<file path="src/rtl/pipe_hazard_ctrl_pkg.sv">
// Shared types and MIPS opcode constants for the pipeline sequencing controller.
package pipe_pkg;

    typedef enum logic [1:0] {
        HALT = 2'd0,
        RUN  = 2'd1,
        STEP = 2'd2
    } ctrl_state_t;

    localparam logic [5:0] OP_RTYPE = 6'h00;
    localparam logic [5:0] OP_BEQ   = 6'h04;
    localparam logic [5:0] OP_BNE   = 6'h05;
    localparam logic [5:0] OP_SW    = 6'h2B;
    localparam logic [5:0] OP_LW    = 6'h23;
    localparam logic [5:0] OP_J     = 6'h02;
    localparam logic [5:0] OP_JAL   = 6'h03;

    // Opcodes whose rt field is a source operand read in ID/EX.
    function automatic logic reads_rt(input logic [5:0] op);
        return (op == OP_RTYPE) || (op == OP_BEQ) || (op == OP_BNE) || (op == OP_SW);
    endfunction

endpackage

</file>
<file path="src/rtl/pipe_hazard_ctrl_if.sv">
// Decode/execute status in, pipeline-register controls out; slave side is the controller.
interface pipe_hazard_ctrl_if #(
    parameter int unsigned CNT_W = 16
);
    logic [5:0]       id_op;
    logic [4:0]       id_rs;
    logic [4:0]       id_rt;
    logic             id_jump;
    logic             ex_mem_read;
    logic [4:0]       ex_rt;
    logic             ex_branch_taken;
    logic             dbg_run;
    logic             dbg_step;
    logic             pc_write;
    logic             ifid_write;
    logic             ifid_clear;
    logic             idex_clear;
    logic             halted;
    logic [CNT_W-1:0] stall_count;

    modport master (
        output id_op, id_rs, id_rt, id_jump, ex_mem_read, ex_rt, ex_branch_taken,
               dbg_run, dbg_step,
        input  pc_write, ifid_write, ifid_clear, idex_clear, halted, stall_count
    );

    modport slave (
        input  id_op, id_rs, id_rt, id_jump, ex_mem_read, ex_rt, ex_branch_taken,
               dbg_run, dbg_step,
        output pc_write, ifid_write, ifid_clear, idex_clear, halted, stall_count
    );
endinterface

</file>
<file path="src/rtl/pipe_hazard_ctrl_load_use_detect.sv">
// Combinational load-use hazard detector: load in ID/EX feeding a source of the IF/ID instruction.
module load_use_detect
    import pipe_pkg::*;
(
    input  logic [5:0] id_op,
    input  logic [4:0] id_rs,
    input  logic [4:0] id_rt,
    input  logic       ex_mem_read,
    input  logic [4:0] ex_rt,
    output logic       hazard
);
    logic w_rs_match;
    logic w_rt_match;

    always_comb begin
        w_rs_match = (id_rs == ex_rt);
        w_rt_match = (id_rt == ex_rt) && reads_rt(id_op);
        // $zero never carries a loaded value, so it never stalls.
        hazard     = ex_mem_read && (ex_rt != 5'd0) && (w_rs_match || w_rt_match);
    end
endmodule

</file>
<file path="src/rtl/pipe_hazard_ctrl.sv">
// Pipeline sequencing controller: debug run/step FSM gating branch flush, load-use stall and jump flush.
module pipe_hazard_ctrl
    import pipe_pkg::*;
#(
    parameter int unsigned CNT_W = 16
) (
    input  logic               clk,
    input  logic               rst,
    pipe_hazard_ctrl_if.slave  bus
);
    ctrl_state_t      r_state;
    ctrl_state_t      w_next_state;
    logic             r_step_q;
    logic [CNT_W-1:0] r_stall_count;

    logic w_step_edge;
    logic w_hazard;
    logic w_advance;
    logic w_stall;
    logic w_pc_write;
    logic w_ifid_write;
    logic w_ifid_clear;
    logic w_idex_clear;

    load_use_detect u_load_use_detect (
        .id_op       (bus.id_op),
        .id_rs       (bus.id_rs),
        .id_rt       (bus.id_rt),
        .ex_mem_read (bus.ex_mem_read),
        .ex_rt       (bus.ex_rt),
        .hazard      (w_hazard)
    );

    always_ff @(posedge clk or negedge rst) begin
        if (!rst) begin
            r_state       <= HALT;
            r_step_q      <= 1'b0;
            r_stall_count <= '0;
        end else begin
            r_state  <= w_next_state;
            r_step_q <= bus.dbg_step;
            if (w_stall && (r_stall_count != '1))
                r_stall_count <= r_stall_count + CNT_W'(1);
        end
    end

    always_comb begin
        w_next_state = r_state;
        w_step_edge  = bus.dbg_step & ~r_step_q;
        unique case (r_state)
            HALT: begin
                if (bus.dbg_run)
                    w_next_state = RUN;
                else if (w_step_edge)
                    w_next_state = STEP;
            end
            RUN:     if (!bus.dbg_run) w_next_state = HALT;
            STEP:    w_next_state = HALT;
            default: w_next_state = HALT;
        endcase
    end

    always_comb begin
        w_advance    = (r_state == RUN) || (r_state == STEP);
        w_stall      = 1'b0;
        w_pc_write   = 1'b0;
        w_ifid_write = 1'b0;
        w_ifid_clear = 1'b0;
        w_idex_clear = 1'b0;
        // Branch flush outranks the stall, so a squashed load-use is never counted.
        if (w_advance) begin
            if (bus.ex_branch_taken) begin
                w_pc_write   = 1'b1;
                w_ifid_write = 1'b1;
                w_ifid_clear = 1'b1;
                w_idex_clear = 1'b1;
            end else if (w_hazard) begin
                w_stall      = 1'b1;
                w_idex_clear = 1'b1;
            end else if (bus.id_jump) begin
                w_pc_write   = 1'b1;
                w_ifid_write = 1'b1;
                w_ifid_clear = 1'b1;
            end else begin
                w_pc_write   = 1'b1;
                w_ifid_write = 1'b1;
            end
        end
    end

    assign bus.pc_write    = w_pc_write;
    assign bus.ifid_write  = w_ifid_write;
    assign bus.ifid_clear  = w_ifid_clear;
    assign bus.idex_clear  = w_idex_clear;
    assign bus.halted      = (r_state == HALT);
    assign bus.stall_count = r_stall_count;
endmodule

</file>
<file path="src/flat_wrapper.sv">
// flat-port wrapper written by rule: the top's interface ports become plain ports
module pipe_hazard_ctrl_flat import pipe_pkg::*;
#(
    parameter int unsigned CNT_W = 16
)
  (clk, rst, bus_id_op, bus_id_rs, bus_id_rt, bus_id_jump, bus_ex_mem_read, bus_ex_rt, bus_ex_branch_taken, bus_dbg_run, bus_dbg_step, bus_pc_write, bus_ifid_write, bus_ifid_clear, bus_idex_clear, bus_halted, bus_stall_count);
  pipe_hazard_ctrl_if #(.CNT_W(CNT_W)) bus_i ();
  input  logic clk;
  input  logic rst;
  input wire logic [$bits(bus_i.id_op)-1:0] bus_id_op;
  input wire logic [$bits(bus_i.id_rs)-1:0] bus_id_rs;
  input wire logic [$bits(bus_i.id_rt)-1:0] bus_id_rt;
  input wire logic [$bits(bus_i.id_jump)-1:0] bus_id_jump;
  input wire logic [$bits(bus_i.ex_mem_read)-1:0] bus_ex_mem_read;
  input wire logic [$bits(bus_i.ex_rt)-1:0] bus_ex_rt;
  input wire logic [$bits(bus_i.ex_branch_taken)-1:0] bus_ex_branch_taken;
  input wire logic [$bits(bus_i.dbg_run)-1:0] bus_dbg_run;
  input wire logic [$bits(bus_i.dbg_step)-1:0] bus_dbg_step;
  output wire logic [$bits(bus_i.pc_write)-1:0] bus_pc_write;
  output wire logic [$bits(bus_i.ifid_write)-1:0] bus_ifid_write;
  output wire logic [$bits(bus_i.ifid_clear)-1:0] bus_ifid_clear;
  output wire logic [$bits(bus_i.idex_clear)-1:0] bus_idex_clear;
  output wire logic [$bits(bus_i.halted)-1:0] bus_halted;
  output wire logic [$bits(bus_i.stall_count)-1:0] bus_stall_count;
  assign bus_i.id_op = bus_id_op;
  assign bus_i.id_rs = bus_id_rs;
  assign bus_i.id_rt = bus_id_rt;
  assign bus_i.id_jump = bus_id_jump;
  assign bus_i.ex_mem_read = bus_ex_mem_read;
  assign bus_i.ex_rt = bus_ex_rt;
  assign bus_i.ex_branch_taken = bus_ex_branch_taken;
  assign bus_i.dbg_run = bus_dbg_run;
  assign bus_i.dbg_step = bus_dbg_step;
  assign bus_pc_write = bus_i.pc_write;
  assign bus_ifid_write = bus_i.ifid_write;
  assign bus_ifid_clear = bus_i.ifid_clear;
  assign bus_idex_clear = bus_i.idex_clear;
  assign bus_halted = bus_i.halted;
  assign bus_stall_count = bus_i.stall_count;
  pipe_hazard_ctrl #(.CNT_W(CNT_W)) u_core (.clk(clk), .rst(rst), .bus(bus_i));
endmodule
</file>
<file path="config.mk">
export PLATFORM = sky130hd
export DESIGN_NAME = pipe_hazard_ctrl_flat
export DESIGN_NICKNAME = d
export VERILOG_FILES = /design/src/rtl/pipe_hazard_ctrl_pkg.sv /design/src/rtl/pipe_hazard_ctrl_if.sv /design/src/rtl/pipe_hazard_ctrl_load_use_detect.sv /design/src/rtl/pipe_hazard_ctrl.sv /design/src/flat_wrapper.sv
export SDC_FILE = /design/constraint.sdc
export NUM_CORES = 1
export LEC_CHECK = 0
export CORE_MARGIN = 2
export CORE_UTILIZATION = 40
export DETAILED_ROUTE_END_ITERATION = 8
export PLACE_DENSITY = 0.82
export SLEW_MARGIN = 10
export SYNTH_ARGS = -nofsm -noshare
export SYNTH_HDL_FRONTEND = slang
export SYNTH_SLANG_ARGS = --single-unit
</file>
<file path="constraint.sdc">
create_clock -name clk -period 3.7 [get_ports clk]
set_input_delay 0.555 -clock clk [delete_from_list [all_inputs] [get_ports clk]]
set_output_delay 0.555 -clock clk [all_outputs]
set_load 0.02 [all_outputs]
</file>
Word level (Yosys, flattened, before mapping)
Index checks and enable logic that the tools add are counted.
{"block": "word_totals", "reg_bits": 19, "inputBits": 28}
{"block": "op_classes", "n_addsub": 1, "n_eq_ne": 10, "n_mux": 16, "bitwise": 2, "n_reduce_logical": 13}
{"cell": "16-bit by 1-bit adder with 16-bit output (second input constant)", "count": 1}
{"cell": "16-bit != test (second input constant)", "count": 1}
{"cell": "6-bit by 3-bit equality test with 1-bit output (second input constant)", "count": 2}
{"cell": "1-bit two-way mux", "count": 12}
{"cell": "5-bit equality test", "count": 2}
{"cell": "6-bit equality test (second input constant)", "count": 1}
{"cell": "6-bit logical NOT", "count": 1}
{"cell": "2-bit two-way mux", "count": 3}
{"cell": "1-bit logical OR", "count": 5}
{"cell": "5-bit nonzero test", "count": 1}
{"cell": "1-bit logical AND", "count": 4}
{"cell": "2-bit one-hot mux with 2 select lines", "count": 1}
{"cell": "3-bit by 2-bit != test with 1-bit output (second input constant)", "count": 1}
{"cell": "2-bit by 1-bit equality test with 1-bit output (second input constant)", "count": 1}
{"cell": "2-bit equality test (second input constant)", "count": 1}
{"cell": "2-bit logical NOT", "count": 1}
{"cell": "2-bit != test (second input constant)", "count": 1}
{"cell": "2-bit AND reduction", "count": 1}
{"cell": "1-bit AND", "count": 1}
{"cell": "1-bit inverter", "count": 1}

Longest topological paths before layout
Gate-level depths: netlist of the first run.
{"block": "depth", "ltp_word": 11, "mapped_depth": 8, "ltp_nobuf": 7}

Cells and area by module
A second synthesis of the first run with hierarchy kept.
{"block": "unflattened", "hier_cells": 113, "area_unflattened_um2": 1196.1}
{"module": "pipe_hazard_ctrl", "n_inst": 1, "cells_each": 93, "area_per_inst_um2": 1043.5, "seq_area_each_um2": 475.5}
{"module": "load_use_detect", "n_inst": 1, "cells_each": 20, "area_per_inst_um2": 152.6, "seq_area_each_um2": 0.0}

Worst setup path before layout of the first run
No wires, ideal clock.
{"block": "synth_timing", "kind": "input port to output port", "from": "in bus_id_op[1]", "to": "out bus_pc_write", "arrival_ps": 2281, "required_time_ps": 3145, "setup_slack_ps": 864, "cell_stages": 6, "path_buffers": 2, "cell_sequence": "or4_1 -> a2111o_1 -> a21oi_4 -> buf_6 -> a21boi_1 -> buf_4"}
{"block": "synth_via", "elab_chain_cells": 10}
{"item": "start: declaration", "line": "flat_wrapper.sv:10", "rtl": "input wire logic [$bits(bus_i.id_op)-1:0] bus_id_op;"}
{"item": "6-bit by 3-bit equality test with 1-bit output or 6-bit logical NOT (tied branches)", "line": "pipe_hazard_ctrl_pkg.sv:20", "rtl": "return (op == OP_RTYPE) || (op == OP_BEQ) || (op == OP_BNE) || (op == OP_SW);"}
{"item": "1-bit logical OR (2 in a row)", "line": "pipe_hazard_ctrl_pkg.sv:20"}
{"item": "1-bit logical OR (*)", "line": "pipe_hazard_ctrl_pkg.sv:20"}
{"item": "1-bit logical AND (*)", "line": "pipe_hazard_ctrl_load_use_detect.sv:17", "rtl": "w_rt_match = (id_rt == ex_rt) && reads_rt(id_op);"}
{"item": "1-bit logical OR (*)", "line": "pipe_hazard_ctrl_load_use_detect.sv:19", "rtl": "hazard = ex_mem_read && (ex_rt != 5'd0) && (w_rs_match || w_rt_match);"}
{"item": "1-bit logical AND (*)", "line": "pipe_hazard_ctrl_load_use_detect.sv:19"}
{"item": "1-bit two-way mux (*) (3 in a row)"}
{"item": "end: declaration", "line": "flat_wrapper.sv:19", "rtl": "output wire logic [$bits(bus_i.pc_write)-1:0] bus_pc_write;"}
Every way passes the cells marked *; elsewhere a longest branch is shown, timed or not.

Worst setup path after layout of the first run
{"block": "layout_timing", "from": "in bus_id_op[1]", "to": "out bus_ifid_clear"}
{"block": "layout_via", "elab_chain_cells": 10}
{"item": "6-bit by 3-bit equality test with 1-bit output or 6-bit logical NOT (tied branches)", "line": "pipe_hazard_ctrl_pkg.sv:20"}
{"item": "1-bit logical OR (2 in a row)", "line": "pipe_hazard_ctrl_pkg.sv:20"}
{"item": "1-bit logical OR (*)", "line": "pipe_hazard_ctrl_pkg.sv:20"}
{"item": "1-bit logical AND (*)", "line": "pipe_hazard_ctrl_load_use_detect.sv:17"}
{"item": "1-bit logical OR (*)", "line": "pipe_hazard_ctrl_load_use_detect.sv:19"}
{"item": "1-bit logical AND (*)", "line": "pipe_hazard_ctrl_load_use_detect.sv:19"}
{"item": "1-bit two-way mux (*)", "line": "pipe_hazard_ctrl.sv:77", "rtl": "end else if (w_hazard) begin"}
{"item": "1-bit two-way mux (*)", "line": "pipe_hazard_ctrl.sv:72", "rtl": "if (bus.ex_branch_taken) begin"}
{"item": "1-bit two-way mux (*)", "line": "pipe_hazard_ctrl.sv:71", "rtl": "if (w_advance) begin"}
{"item": "end: declaration", "line": "flat_wrapper.sv:21", "rtl": "output wire logic [$bits(bus_i.ifid_clear)-1:0] bus_ifid_clear;"}
Marks and branches as above.

==> results of run 1 <==
-- sequential cells by signal (all words and copies together) (netlist names) --
register	cells
u_core.bus.stall_count	16
u_core.r_state	2
u_core.r_step_q	1
-- cell usage after synthesis, types with 3 or more instances --
master,count,area [µm²]
inv_1,4,15.0
nand3_1,15,75.1
nand4_1,6,37.5
nor3_1,3,15.0
o21ai_0,3,15.0
xnor2_1,20,175
xor2_1,5,43.8
dfrtp_1,19,475
ha_1,3,37.5
nor2_1,6,22.5
and3_1,8,50.1
nand2_1,8,30.0
nor2b_1,3,18.8
-- placed cells by master, fill, tap and decap left out, types with 2 or more instances in the layout --
cell,instances
and3_1,8
clkbuf_4,3
clkdlybuf4s50_1,48
dfrtp_1,19
ha_1,3
inv_1,4
nand2_1,8
nand3_1,15
nand4_1,6
nand4b_1,2
nor2_1,6
nor2b_1,3
nor3_1,3
o21a_1,2
o21ai_0,3
or4_1,2
xnor2_1,20
xor2_1,5
-- worst paths after layout --
kind | start | to
setup / recovery | bus_id_op[1] | bus_ifid_clear
hold / removal | u_core.bus.stall_count[11] | u_core.bus.stall_count[11]
setup reg to reg | u_core.bus.stall_count[0] | u_core.bus.stall_count[1]
min in group asynchronous | rst | u_core.bus.stall_count[6]
hold reg to reg | u_core.bus.stall_count[11] | u_core.bus.stall_count[11]
max in group asynchronous | rst | u_core.bus.stall_count[12]
-- layout make-up --
type | count | area [µm²]
flip-flops and latches | 19 | 475
clock inverters | 1 | 5.00
multi-input cells | 94 | 643
repair buffers | 49 | 488
clock buffers | 3 | 22.5
inverters | 4 | 15.0
well taps | 31 | 38.8
fillers | 262 | 1070
-- routing by layer --
metal	vias up	global-route usage, %
met4	0	6.64
li1	520	-
met5	-	0
met3	6	3.13
met2	43	32.0
met1	499	21.7
-- cell families after synthesis --
group	share of synthesized area, %
AND/OR/NAND/NOR	25.4
AO/OA/AOI/OAI	6.06
XOR/XNOR	18.9
buffers and inverters	3.25
flip-flops	41.1
multiplexers	1.95
adder cells (fa/ha/maj)	3.25
-- through the flow --
step                std cells  setup WS, ns  instance area [µm²]
floorplan                 120         0.864                 1160
global placement          197         0.283                 1660
detailed placement        197         0.244                 1660
CTS                       201         0.238                 1690
global route              201         0.159                 1690
finish                    201         0.243                 1690
-- report_power, final --
group	internal [mW]	switching, mW
Clock	0.0402	0.0629
Combinational	0.136	0.133
Sequential	0.221	0.0160
==> key figures, run 1 <==
Timing
  – Fin crit share: 93.4%
  – Hold slack final: 0.513 ns
  – Final Max Tran Viols: 0
  – Hold Violations, Final: 0
  – Fin crit period: 3.46 ns
  – Max Freq: 0.289 GHz
  – Unrepaired setup endpoints after global routing: false
  – Setup TNS: 0 ns
  – Clock Skew: 0.00896 ns
  – Final setup fails: 0
  – Slew headroom: 41.2%
  – Worst-margin pin slew: 0.879 ns

Logic synthesis
  – Synth Cell Area: 1160 µm²
  – Mapped Nets: 151
  – Number of synthesized flops with an enable pin: 0
  – Sequential area share after synthesis: 41.1%
  – Avg Cell Area, Syn: 9.63 µm²
  – Post-synthesis register bit count: 19
  – Synth cell types: 27
  – Post-synthesis async set-or-reset flop share: 100%
  – Main synth FF type: dfrtp_1
  – Ys Warns: 0
  – Syn Inst Count: 120

Place
  – I/O Buffers: 48
  – Hpwl dp: 2250 µm
  – Routability Congestion: 0.754

Outcome
  – Outcome: complete, no violations

Floorplan
  – Initial core utilization: 41.9%
  – Io pins: 49
  – Core area: 2760 µm²
  – Die X-Extent: 57.8 µm
  – Die Height: 57.8 µm
  – Die ar.: 3340 µm²
  – Cell Rows: 19

Power and ir drop
  – Leakage Power: 0.675 nW
  – Design Power: 610 µW
  – Cell area power density: 361 nW/µm²
  – Max VDD drop: 0.396 mV

Global route
  – Global-route wire length before repair: 4780 µm
  – Initial antenna violation count: 0
  – Total congestion overflow: 0
  – GRT Util Overall: 18.0%
  – Vias in the first global route: 1,123
  – Pin count of the biggest net entering global routing: 20

Routing
  – Met2 WL: 1430 µm
  – Vias/cell: 5.31
  – Routed WL: 2880 µm
  – WL met3: 218 µm
  – Post-DRT Antenna Nets: 0
  – Router iterations before antenna repair: 4
  – M1 WL: 1200 µm
  – Initial DRC Count: 24
  – Avg WL per Cell: 14.3 µm
  – DR top layer: met4
  – Vias: 1,068
  – DR DRC count: 0

Clock tree
  – CTS clock-pin slew for the worst setup and hold paths: 0.11 ns
  – # Post-CTS Setup Buffers: 0
  – PostCTS Resize Cnt: 0
  – Hold_buf cts: 0
  – Root Driver: clkbuf_4
  – Maximum root-to-sink buffer count: 2
  – CTS tree: yes
  – Clock sink total: 19
  – Worst skew pair latency: 0.30 ns
  – Htree depth: 1
  – Num CTS Buffers: 3

Worst setup path
  – WP depth: 7
  – CP Launch Type: input port
  – Setup CP Type: input port to primary output
  – Critical Path Fanout Max: 4
  – Critical path's top delay family: buffers and inverters
  – FF-to-FF setup slack: 1.44 ns
  – Most frequent cell on the critical path: clkdlybuf4s50_1
  – CP max stage delay: 0.53 ns
  – Cells on worst reg2reg path: 7
  – Nature of the critical path endpoint: primary output
  – Slowest-stage cell, CP: or4_1
  – CP bufs+invs: 2
  – Worst path cell trace: clkdlybuf4s50_1 -> or4_1 -> a2111o_1 -> a21oi_4 -> nor2_1 -> o21a_1 -> clkdlybuf4s50_1
  – CP Data Required Time: 3.14 ns
  – CP arrival: 2.90 ns

Flow run
  – Max Cap Viol: 0

Cells and area
  – Diode count: 0
  – Finished Core Util: 61.2%
  – Area growth syn-to-layout: 46.0%
  – Share of cells above drive strength 1: 4.71%
  – Final nets: 202

Min path
  – Hold Crit Class: flip-flop to flip-flop
  – Hold Path Cell Cnt: 1
(Power assumes the default switching activity.)
==> run 2, diff against run 1 <==
CORE_MARGIN = 1   (was 2)
==> run 2 against run 1 <==
  * Die area is 6.8% lower
  * Flip-flop and latch count unchanged
  * Clock skew fell by 0.0044 ns
  * First-iteration DRC count is 42% higher
  * Final area barely moved
  * Hold slack got worse by 0.0060 ns
  * Non-clock buffer count unchanged
  * Cell count stayed put
  * Clock power about the same
==> key figures, run 2 (synthesis results as in run 1) <==
Worst setup path
  – CP Launch Type: input port
  – CP bufs+invs: 2 (unchanged)
  – Worst path cell trace: clkdlybuf4s50_1 -> or4_1 -> a2111o_1 -> a21oi_4 -> nor2_1 -> o21a_1 -> clkdlybuf4s50_1
  – FF-to-FF setup slack: 1.39 ns (-0.05 ns)
  – CP max stage delay: 0.53 ns (about the same)
  – Critical Path Fanout Max: 4 (unchanged)
  – CP arrival: 2.90 ns (about the same)
  – Nature of the critical path endpoint: primary output
  – Slowest-stage cell, CP: clkdlybuf4s50_1
  – Most frequent cell on the critical path: clkdlybuf4s50_1
  – CP Data Required Time: 3.14 ns (about the same)
  – Setup CP Type: input port to primary output
  – Critical path's top delay family: buffers and inverters

Outcome
  – Outcome: complete, no violations

Floorplan
  – Initial core utilization: 41.9% (unchanged)
  – Die ar.: 3110 µm² (-6.8%)
  – Cell Rows: 19 (unchanged)
  – Die X-Extent: 55.8 µm (-3.5%)
  – Die Height: 55.8 µm (-3.5%)
  – Io pins: 49 (unchanged)
  – Core area: 2760 µm² (unchanged)

Power and ir drop
  – Cell area power density: 360 nW/µm² (-0.36%)
  – Max VDD drop: 0.350 mV (-12%)
  – Leakage Power: 0.672 nW (-0.40%)

Global route
  – Total congestion overflow: 0 (unchanged)
  – Vias in the first global route: 1,051 (-6.4%)
  – GRT Util Overall: 19.0% (+1.0 points)
  – Initial antenna violation count: 0 (unchanged)
  – Global-route wire length before repair: 4650 µm (-2.7%)
  – Pin count of the biggest net entering global routing: 20 (unchanged)

Routing
  – DR DRC count: 0 (unchanged)
  – Routed WL: 2770 µm (-3.9%)
  – Initial DRC Count: 34 (+42%)
  – Router iterations before antenna repair: 4 (unchanged)
  – Vias/cell: 5.36 (+0.84%)
  – Vias: 1,077 (+0.84%)
  – Post-DRT Antenna Nets: 0 (unchanged)
  – Avg WL per Cell: 13.8 µm (-3.9%)

Cells and area
  – Most common cell after layout, fill and taps aside: clkdlybuf4s50_1
  – Share of cells above drive strength 1: 4.12% (-0.59 points)
  – Fill cells: 240 (-8.4%)
  – Final nets: 202 (unchanged)
  – Most frequent cells in the layout: clkdlybuf4s50_1, xnor2_1, dfrtp_1
  – Diode count: 0 (unchanged)
  – Largest register FFs: 16 (unchanged)
  – Area growth syn-to-layout: 45.9% (about the same)

Timing
  – Slew headroom: 36.7% (-4.5 points)
  – Worst-margin pin slew: 0.946 ns (+0.0667 ns)
  – Hold Violations, Final: 0 (unchanged)
  – Final setup fails: 0 (unchanged)
  – Final Max Tran Viols: 0 (unchanged)
  – Setup TNS: 0 ns (unchanged)
  – Max Freq: 0.289 GHz (about the same)
  – Fin crit period: 3.46 ns (+0.000547 ns)
  – Fin crit share: 93.4% (about the same)
  – Unrepaired setup endpoints after global routing: false
  – Clock Skew: 0.00460 ns (-0.00436 ns)
  – Hold slack final: 0.507 ns (-0.00596 ns)

Clock tree
  – PostCTS Resize Cnt: 0 (unchanged)
  – Htree depth: 1 (unchanged)
  – Maximum root-to-sink buffer count: 2 (unchanged)
  – Worst skew pair latency: 0.30 ns (about the same)
  – Root Driver: clkbuf_4
  – Hold_buf cts: 0 (unchanged)
  – Num CTS Buffers: 3 (unchanged)
  – CTS tree: yes
  – Clock sink total: 19 (unchanged)
  – CTS clock-pin slew for the worst setup and hold paths: 0.10 ns (about the same)
  – # Post-CTS Setup Buffers: 0 (unchanged)

Min path
  – Hold Crit Class: flip-flop to flip-flop

Flow run
  – Max Cap Viol: 0 (unchanged)

Place
  – Routability Congestion: 0.871 (+16%)
  – Hpwl dp: 2180 µm (-3.4%)
  – I/O Buffers: 48 (unchanged)
-- run 2: changes by cell type in the layout (fill, tap and decap cells not counted) --
| cell | before | now |
|---|---|---|
| clkbuf_1 | 0 | 1 |
| clkinv_2 | 1 | 0 |
-- run 2: power breakdown --
part,switching [mW],total [mW],internal (mW)
Sequential,0.0154,0.237,0.221
Clock,0.0595,0.102,0.0420
Combinational,0.133,0.269,0.135
Total,0.208,0.607,0.399
-- run 2: path summary, 6_finish.rpt --
check                      cells after the start                          to                       start
max in group asynchronous                      1   u_core.bus.stall_count[4]                         rst
hold reg to reg                                1  u_core.bus.stall_count[11]  u_core.bus.stall_count[11]
setup reg to reg                               7   u_core.bus.stall_count[1]   u_core.bus.stall_count[0]
setup / recovery                               7              bus_ifid_clear                bus_id_op[1]
hold / removal                                 1  u_core.bus.stall_count[11]  u_core.bus.stall_count[11]
min in group asynchronous                      1   u_core.bus.stall_count[8]                         rst
-- run 2: routing by layer --
layer	track usage [%]	part of all wire [%]	wire length (µm)
met5	0	0	0
met2	33.0	48	1340
met3	3.72	7.9	218
met1	23.0	42	1170
met4	7.86	1.6	44
-- run 2: cell type report --
| class | instances | area, µm² | share of cell area [%] |
|---|---|---|---|
| multi-input combinational | 94 | 643 | 38.1 |
| clock buffer | 4 | 26.3 | 1.56 |
| inverter | 4 | 15.0 | 0.890 |
| tap | 31 | 38.8 | 2.30 |
| timing repair buffer | 49 | 488 | 28.9 |
| sequential | 19 | 475 | 28.2 |
-- run 2: per-stage QoR --
stage               area, µm²  setup slack, ns  std cells  util [%]  total power, mW
floorplan                1160            0.864        120         -            0.395
global placement         1660            0.279        197      60.2            0.501
detailed placement       1660            0.235        197      60.2            0.511
CTS                      1690            0.226        201      61.2            0.615
global route             1690            0.175        201      61.2            0.644
finish                   1690            0.242        201      61.2            0.607
-- run 2: worst register-to-register path, stage by stage, from the launching register on --
cell and delay (ns):
dfrtp_1 0.45, ha_1 0.26, nand2_1 0.09, nor4_1 0.07, nor2b_1 0.14, nor2_1 0.71
nand2_2 0.14, mux2_1 0.34
==> run 3, diff against run 2 <==
ABC_CLOCK_PERIOD_IN_PS = 3700   (was unset)
GPL_ROUTABILITY_DRIVEN = 0   (was unset)
==> results of run 3 <==
Same layout as run 2: the final DEF is identical, and so are final timing and power.
